`config.mk`:
```
export PLATFORM = sky130hd
export DESIGN_NAME = alu_cmd_sequencer
export DESIGN_NICKNAME = d
export VERILOG_FILES = /design/src/rtl/alu_cmd_sequencer.sv
export SDC_FILE = /design/constraint.sdc
export NUM_CORES = 1
export LEC_CHECK = 0
export ABC_CLOCK_PERIOD_IN_PS = 5400
export BUFFER_PORTS_ARGS = -buffer_cell sky130_fd_sc_hd__buf_2
export CORE_ASPECT_RATIO = 0.7
export CORE_MARGIN = 5
export CORE_UTILIZATION = 40
export CTS_CLUSTER_SIZE = 28
export DETAILED_ROUTE_END_ITERATION = 12
export GPL_TIMING_DRIVEN = 0
export PLACE_DENSITY = 0.61
export SLEW_MARGIN = 40
export SYNTH_ARGS = -nofsm -noshare
export SYNTH_HDL_FRONTEND = slang
export SYNTH_SLANG_ARGS = --single-unit
```
`constraint.sdc`:
```
create_clock -name clk -period 5.4 [get_ports clk]
set_input_delay 0.27 -clock clk [delete_from_list [all_inputs] [get_ports clk]]
set_output_delay 0.27 -clock clk [all_outputs]
set_load 0.02 [all_outputs]
```
`src/rtl/alu_cmd_sequencer.sv`:
```
// alu_cmd_sequencer
// Buffers {a, b, op} commands in a small FIFO, issues them one at a time to a
// multi-cycle downstream ALU, and returns each result through a response
// handshake in command order. After every ALU completion a drain counter
// holds off the next issue for DRAIN_CYCLES cycles.
// Optional feature: define ALU_SEQ_TIMEOUT_EN to abort a RUN that lasts
// TIMEOUT cycles without alu_done. The abort returns 16'hFFFF with
// rsp_timeout set.
module alu_cmd_sequencer #(
   parameter int DEPTH        = 4,
   parameter int DRAIN_CYCLES = 4,
   parameter int TIMEOUT      = 16
) (
   input  logic        clk,
   input  logic        reset_n,
   input  logic        cmd_valid,
   output logic        cmd_ready,
   input  logic [7:0]  cmd_a,
   input  logic [7:0]  cmd_b,
   input  logic [2:0]  cmd_op,
   output logic        alu_start,
   output logic [7:0]  alu_a,
   output logic [7:0]  alu_b,
   output logic [2:0]  alu_op,
   input  logic        alu_done,
   input  logic [15:0] alu_result,
   output logic        rsp_valid,
   input  logic        rsp_ready,
   output logic [15:0] rsp_result,
   output logic [2:0]  rsp_op,
   output logic        rsp_timeout,
   output logic        busy
);

   localparam int AW = $clog2(DEPTH);
   localparam int CW = AW + 1;
   localparam int DW = (DRAIN_CYCLES < 1) ? 1 : $clog2(DRAIN_CYCLES + 1);
   localparam logic [DW-1:0] DRAIN_LOAD = DW'(DRAIN_CYCLES);
   localparam logic [CW-1:0] FULL_CNT   = CW'(DEPTH);

   localparam logic [1:0] S_IDLE = 2'd0;
   localparam logic [1:0] S_RUN  = 2'd1;
   localparam logic [1:0] S_RESP = 2'd2;

   // Elaboration-time parameter sanity checks
   if (DEPTH < 2 || (DEPTH & (DEPTH - 1)) != 0) begin : g_bad_depth
      $error("alu_cmd_sequencer: DEPTH must be a power of two >= 2");
   end
   if (TIMEOUT < 1) begin : g_bad_timeout
      $error("alu_cmd_sequencer: TIMEOUT must be >= 1");
   end

   logic [18:0]   r_mem [DEPTH];
   logic [AW-1:0] r_wr_ptr;
   logic [AW-1:0] r_rd_ptr;
   logic [CW-1:0] r_count;
   logic          r_cmd_ready;
   logic [1:0]    r_state;
   logic [7:0]    r_alu_a;
   logic [7:0]    r_alu_b;
   logic [2:0]    r_alu_op;
   logic [15:0]   r_rsp_result;
   logic [2:0]    r_rsp_op;
   logic [DW-1:0] r_drain;

   logic          w_push;
   logic          w_pop;
   logic          w_empty;
   logic [18:0]   w_head;
   logic [CW-1:0] w_count_nxt;
   logic          w_drain_load;

   assign w_empty = (r_count == '0);
   assign w_push  = cmd_valid & r_cmd_ready;
   // Issue only from IDLE, with something queued, once the drain window has closed
   assign w_pop   = (r_state == S_IDLE) & ~w_empty & (r_drain == '0);
   assign w_head  = r_mem[r_rd_ptr];

`ifdef ALU_SEQ_TIMEOUT_EN
   localparam int TW = $clog2(TIMEOUT + 1);
   localparam logic [TW-1:0] TO_LAST = TW'(TIMEOUT - 1);

   logic [TW-1:0] r_to_cnt;
   logic          r_rsp_timeout;
   logic          w_timeout_hit;

   // Abort fires on the TIMEOUT-th consecutive RUN cycle without a completion
   assign w_timeout_hit = (r_state == S_RUN) & ~alu_done & (r_to_cnt == TO_LAST);
   assign w_drain_load  = (r_state == S_RUN) & (alu_done | w_timeout_hit);
   assign rsp_timeout   = r_rsp_timeout;

   // Count consecutive RUN cycles of the current command
   always_ff @(posedge clk or negedge reset_n) begin
      if (!reset_n) begin
         r_to_cnt <= '0;
      end else if (w_pop) begin
         r_to_cnt <= '0;
      end else if (r_state == S_RUN && !alu_done && !w_timeout_hit) begin
         r_to_cnt <= r_to_cnt + TW'(1);
      end
   end
`else
   assign w_drain_load = (r_state == S_RUN) & alu_done;
   assign rsp_timeout  = 1'b0;
`endif

   // Next FIFO occupancy, used to register cmd_ready a cycle ahead
   always_comb begin
      w_count_nxt = r_count;
      if (w_push && !w_pop) begin
         w_count_nxt = r_count + CW'(1);
      end else if (!w_push && w_pop) begin
         w_count_nxt = r_count - CW'(1);
      end
   end

   // FIFO storage; contents need no reset because the pointers define validity
   always_ff @(posedge clk) begin
      if (w_push) begin
         r_mem[r_wr_ptr] <= {cmd_a, cmd_b, cmd_op};
      end
   end

   // FIFO pointers, occupancy and registered ready
   always_ff @(posedge clk or negedge reset_n) begin
      if (!reset_n) begin
         r_wr_ptr    <= '0;
         r_rd_ptr    <= '0;
         r_count     <= '0;
         r_cmd_ready <= 1'b0;
      end else begin
         if (w_push) begin
            r_wr_ptr <= r_wr_ptr + AW'(1);
         end
         if (w_pop) begin
            r_rd_ptr <= r_rd_ptr + AW'(1);
         end
         r_count     <= w_count_nxt;
         r_cmd_ready <= (w_count_nxt != FULL_CNT);
      end
   end

   // Drain counter: loaded on completion, otherwise counts down to zero in any state
   always_ff @(posedge clk or negedge reset_n) begin
      if (!reset_n) begin
         r_drain <= '0;
      end else if (w_drain_load) begin
         r_drain <= DRAIN_LOAD;
      end else if (r_drain != '0) begin
         r_drain <= r_drain - DW'(1);
      end
   end

   // Sequencer FSM with the ALU operand and response payload registers
   always_ff @(posedge clk or negedge reset_n) begin
      if (!reset_n) begin
         r_state      <= S_IDLE;
         r_alu_a      <= '0;
         r_alu_b      <= '0;
         r_alu_op     <= '0;
         r_rsp_result <= '0;
         r_rsp_op     <= '0;
`ifdef ALU_SEQ_TIMEOUT_EN
         r_rsp_timeout <= 1'b0;
`endif
      end else begin
         case (r_state)
            S_IDLE: begin
               if (w_pop) begin
                  r_alu_a  <= w_head[18:11];
                  r_alu_b  <= w_head[10:3];
                  r_alu_op <= w_head[2:0];
                  if (w_head[2:0] != 3'b000) begin
                     r_state <= S_RUN;
                  end else begin
                     // NOP bypasses the ALU and answers with zero
                     r_rsp_result <= '0;
                     r_rsp_op     <= 3'b000;
`ifdef ALU_SEQ_TIMEOUT_EN
                     r_rsp_timeout <= 1'b0;
`endif
                     r_state      <= S_RESP;
                  end
               end
            end
            S_RUN: begin
               if (alu_done) begin
                  r_rsp_result <= alu_result;
                  r_rsp_op     <= r_alu_op;
`ifdef ALU_SEQ_TIMEOUT_EN
                  r_rsp_timeout <= 1'b0;
`endif
                  r_state      <= S_RESP;
               end
`ifdef ALU_SEQ_TIMEOUT_EN
               else if (w_timeout_hit) begin
                  r_rsp_result  <= 16'hFFFF;
                  r_rsp_op      <= r_alu_op;
                  r_rsp_timeout <= 1'b1;
                  r_state       <= S_RESP;
               end
`endif
            end
            S_RESP: begin
               if (rsp_ready) begin
                  r_state <= S_IDLE;
               end
            end
            default: begin
               r_state <= S_IDLE;
            end
         endcase
      end
   end

   assign cmd_ready  = r_cmd_ready;
   assign alu_start  = (r_state == S_RUN);
   assign alu_a      = r_alu_a;
   assign alu_b      = r_alu_b;
   assign alu_op     = r_alu_op;
   assign rsp_valid  = (r_state == S_RESP);
   assign rsp_result = r_rsp_result;
   assign rsp_op     = r_rsp_op;
   assign busy       = ~w_empty | (r_state != S_IDLE) | (r_drain != '0);

endmodule
```
==> flow_metrics.py <==
metrics = {
    "synth": {
        "ys_types": 34,
        "avgSynthCellArea_um2": 16.0,
        "ys_ff_latch": 127,
        "synth_nets": 355,
        "synth_area_leader_cell": "edfxtp_1",
        "synthArstFlopShare_pct": 40.2,
        "synth_top_cells_by_area": "edfxtp_1 (46%), dfrtp_1 (26%), mux4_2 (8.7%), nand2_1 (4.9%), a22o_1 (3.4%)",
        "ys_seq_area_share_pct": 72.5,
        "ys.flop_type": "edfxtp_1",
        "synth_top_area_share_pct": 46.5,
        "yosysWarningCount": 0,
        "synth_edf_count": 76,
        "synth_area_um2": 4910,
        "syn_inst": 306,
    },
    "pwr": {
        "vdd_drop_max_v": 0.000296,
        "power_leakage_uw": 0.00260,
        "p_per_area_nw_per_um2": 618,
    },
    "placement": {
        "port-buffer-count": 81,
        "place.gp.congestion": 0.755,
        "pre_cts_slack_ns": 3.05,
        "dp_hpwl_mm": 6.59,
    },
    "clock_tree": {
        "tritoncts": "done",
        "clk_path_buf_depth": 2,
        "clkSlewWorstSetupHoldPaths_ns": 0.06,
        "ctsResizeCount": 0,
        "clk_latency_ns": 0.41,
        "numCtsBuffers": 17,
        "clock_sink_count": 127,
        "cts_setup_buffers": 0,
        "h-tree-depth": 4,
        "root_buffer": "clkbuf_16",
        "holdBufCountCts": 1,
    },
    "cells_and_area": {
        "mostFrequentLayoutCell": "buf_2",
        "syn_to_final_growth_pct": 24.5,
        "nNetsFinal": 456,
        "final_cell_mix": "buf_2 (84), edfxtp_1 (76), nand2_1 (64)",
        "antenna_cells": 0,
        "fillers": 1011,
        "drive_gt1_share_pct": 34.0,
    },
    "global_routing": {
        "grt_use_total_pct": 14.3,
        "gr-total-overflow": 0,
        "antenna_found_initial": 1,
        "grt_pass1_wl_mm": 15.6,
        "grt_max_degree": 52,
        "grt_pass1_vias": 2995,
    },
    "outcome": {
        "status": "finished clean",
    },
    "die": {
        "num_io_pins": 83,
        "placementRows": 33,
        "fp.dieW_um": 142,
        "coreArea_um2": 11900,
        "die_y_um": 103,
        "start_util_pct": 41.4,
        "die_area_um2": 14600,
    },
    "sta": {
        "finalHoldViolations": 0,
        "slew_viol_final": 0,
        "min_period_over_period_pct": 42.7,
        "slew_headroom_pct": 53.4,
        "rsz0062_at_grt": "false",
        "fmax_mhz": 434,
        "finalCriticalPeriod_ns": 2.31,
        "setup_ws_ns": 3.09,
        "tightest_slew_ns": 0.699,
        "finalSetupViolCount": 0,
        "setup-tns-final_ns": 0,
        "clock_skew_ns": 0.00894,
    },
    "setup_path": {
        "cp.arrival_ns": 2.60,
        "crit_top_cell": "buf_2",
        "cp_max_fo": 10,
        "required_ns": 5.69,
        "crit_family": "multiplexers",
        "worstSetupEndpointType": "register",
        "path_cells": "buf_2, mux4_2, nor3_1, a21oi_1, buf_2, a22o_1",
        "critical_path_class": "register to register",
        "worst_path_largest_cell_delay_ns": 0.58,
        "worstSetupStartpointType": "register",
        "critPathBufInv": 2,
        "cp_slowest_cell": "mux4_2",
    },
    "min_path": {
        "hp-class": "primary input to register",
    },
    "route": {
        "drc": 0,
        "vias_per_cell": 5.02,
        "wl_per_cell_um": 17.5,
        "final_antenna_net_count": 0,
        "routed_wl_mm": 10.1,
        "drt-pass1-iter-count": 4,
        "drt_iter0_drc": 142,
        "num_vias": 2896,
    },
    "job": {
        "maxCapViolCount": 0,
    },
}
==> registers in the layout (all words and copies together), names as in the netlist, 3 cells and up <==
register	flops
rsp_op	3
alu_b	8
r_count	3
alu_a	8
alu_op	3
r_mem	76
rsp_result	16
r_drain	3
==> layout make-up <==
class,count,area [µm²],share of cell area (%)
clock inverter,13,151,2.48
timing repair buffer,82,418,6.84
tap,157,196,3.21
sequential,127,3560,58.2
inverter,10,37.5,0.614
buffer,15,65.1,1.06
multi-input combinational,154,1250,20.5
clock buffer,19,433,7.08
==> power by group <==
group / leakage, µW / internal [µW] / switching (µW)
Sequential: 0.00133 / 1330 / 134
Combinational: 0.000984 / 481 / 713
Clock: 0.000284 / 689 / 428
==> path summary, 6_finish.rpt <==
check | startpoint | cells after the start | to | slack (ns)
hold reg to reg | alu_a[5]$_DFFE_PN0P_ | 2 | alu_a[5]$_DFFE_PN0P_ | 0.47
max in group asynchronous | reset_n | 2 | alu_a[1]$_DFFE_PN0P_ | 4.48
setup reg to reg | r_rd_ptr[0]$_DFFE_PN0P_ | 6 | rsp_op[1]$_DFFE_PN0P_ | 3.09
hold / removal | rsp_ready | 2 | r_state[1]$_DFFE_PN0P_ | 0.06
setup / recovery | r_rd_ptr[0]$_DFFE_PN0P_ | 6 | rsp_op[1]$_DFFE_PN0P_ | 3.09
min in group asynchronous | reset_n | 2 | rsp_result[15]$_DFFE_PN0P_ | 0.46
==> worst register-to-register path, cell delays in order, from the launching register on <==
cell and delay, ns:
dfrtp_1 0.42, buf_2 0.36, mux4_2 0.58, nor3_1 0.30, a21oi_1 0.14, buf_2 0.20
a22o_1 0.20
==> cell families after synthesis <==
family / count (synthesis) / share of synthesized area, %
and+or+nand+nor: 84 / 7.75
xor gates and xnor gates: 7 / 1.25
buffers and inverters: 25 / 2.09
DFF: 127 / 72.5
muxes: 19 / 8.72
other: 1 / 0.0764
adders and majority gates: 9 / 2.29
AOI/OAI and AO/OA: 34 / 5.33
==> synth_stat cells (2+ instances only) <==
cell	number
a21oi_1	5
a22o_1	19
and2_1	2
and3_1	4
buf_2	4
clkbuf_1	10
dfrtp_1	51
edfxtp_1	76
ha_1	9
inv_1	10
mux4_2	19
nand2_1	64
nand2b_1	2
nor2_1	3
nor2b_1	2
o21ai_1	2
xnor2_1	7
==> metal layers <==
layer	GRT usage (%)	routed length [µm]	vias up
met1	19.4	4880	1454
met2	22.1	4480	92
li1	-	-	1338
met4	5.04	97	2
met5	0	7	-
met3	4.40	631	10
==> through the flow <==
step / std cells / hold slack (ns) / util [%] / power, µW / instance area (µm²)
finish: 577 / 0.0614 / 51.6 / 3780 / 6110
global route: 577 / 0.0671 / 51.6 / 3990 / 6110
detailed placement: 544 / 0.373 / 46.6 / 2700 / 5520
CTS: 577 / 0.0404 / 51.6 / 3830 / 6110
floorplan: 306 / -0.0256 / - / 2300 / 4910
global placement: 544 / 0.453 / 46.5 / 2660 / 5510
(Power assumes the default switching activity.)
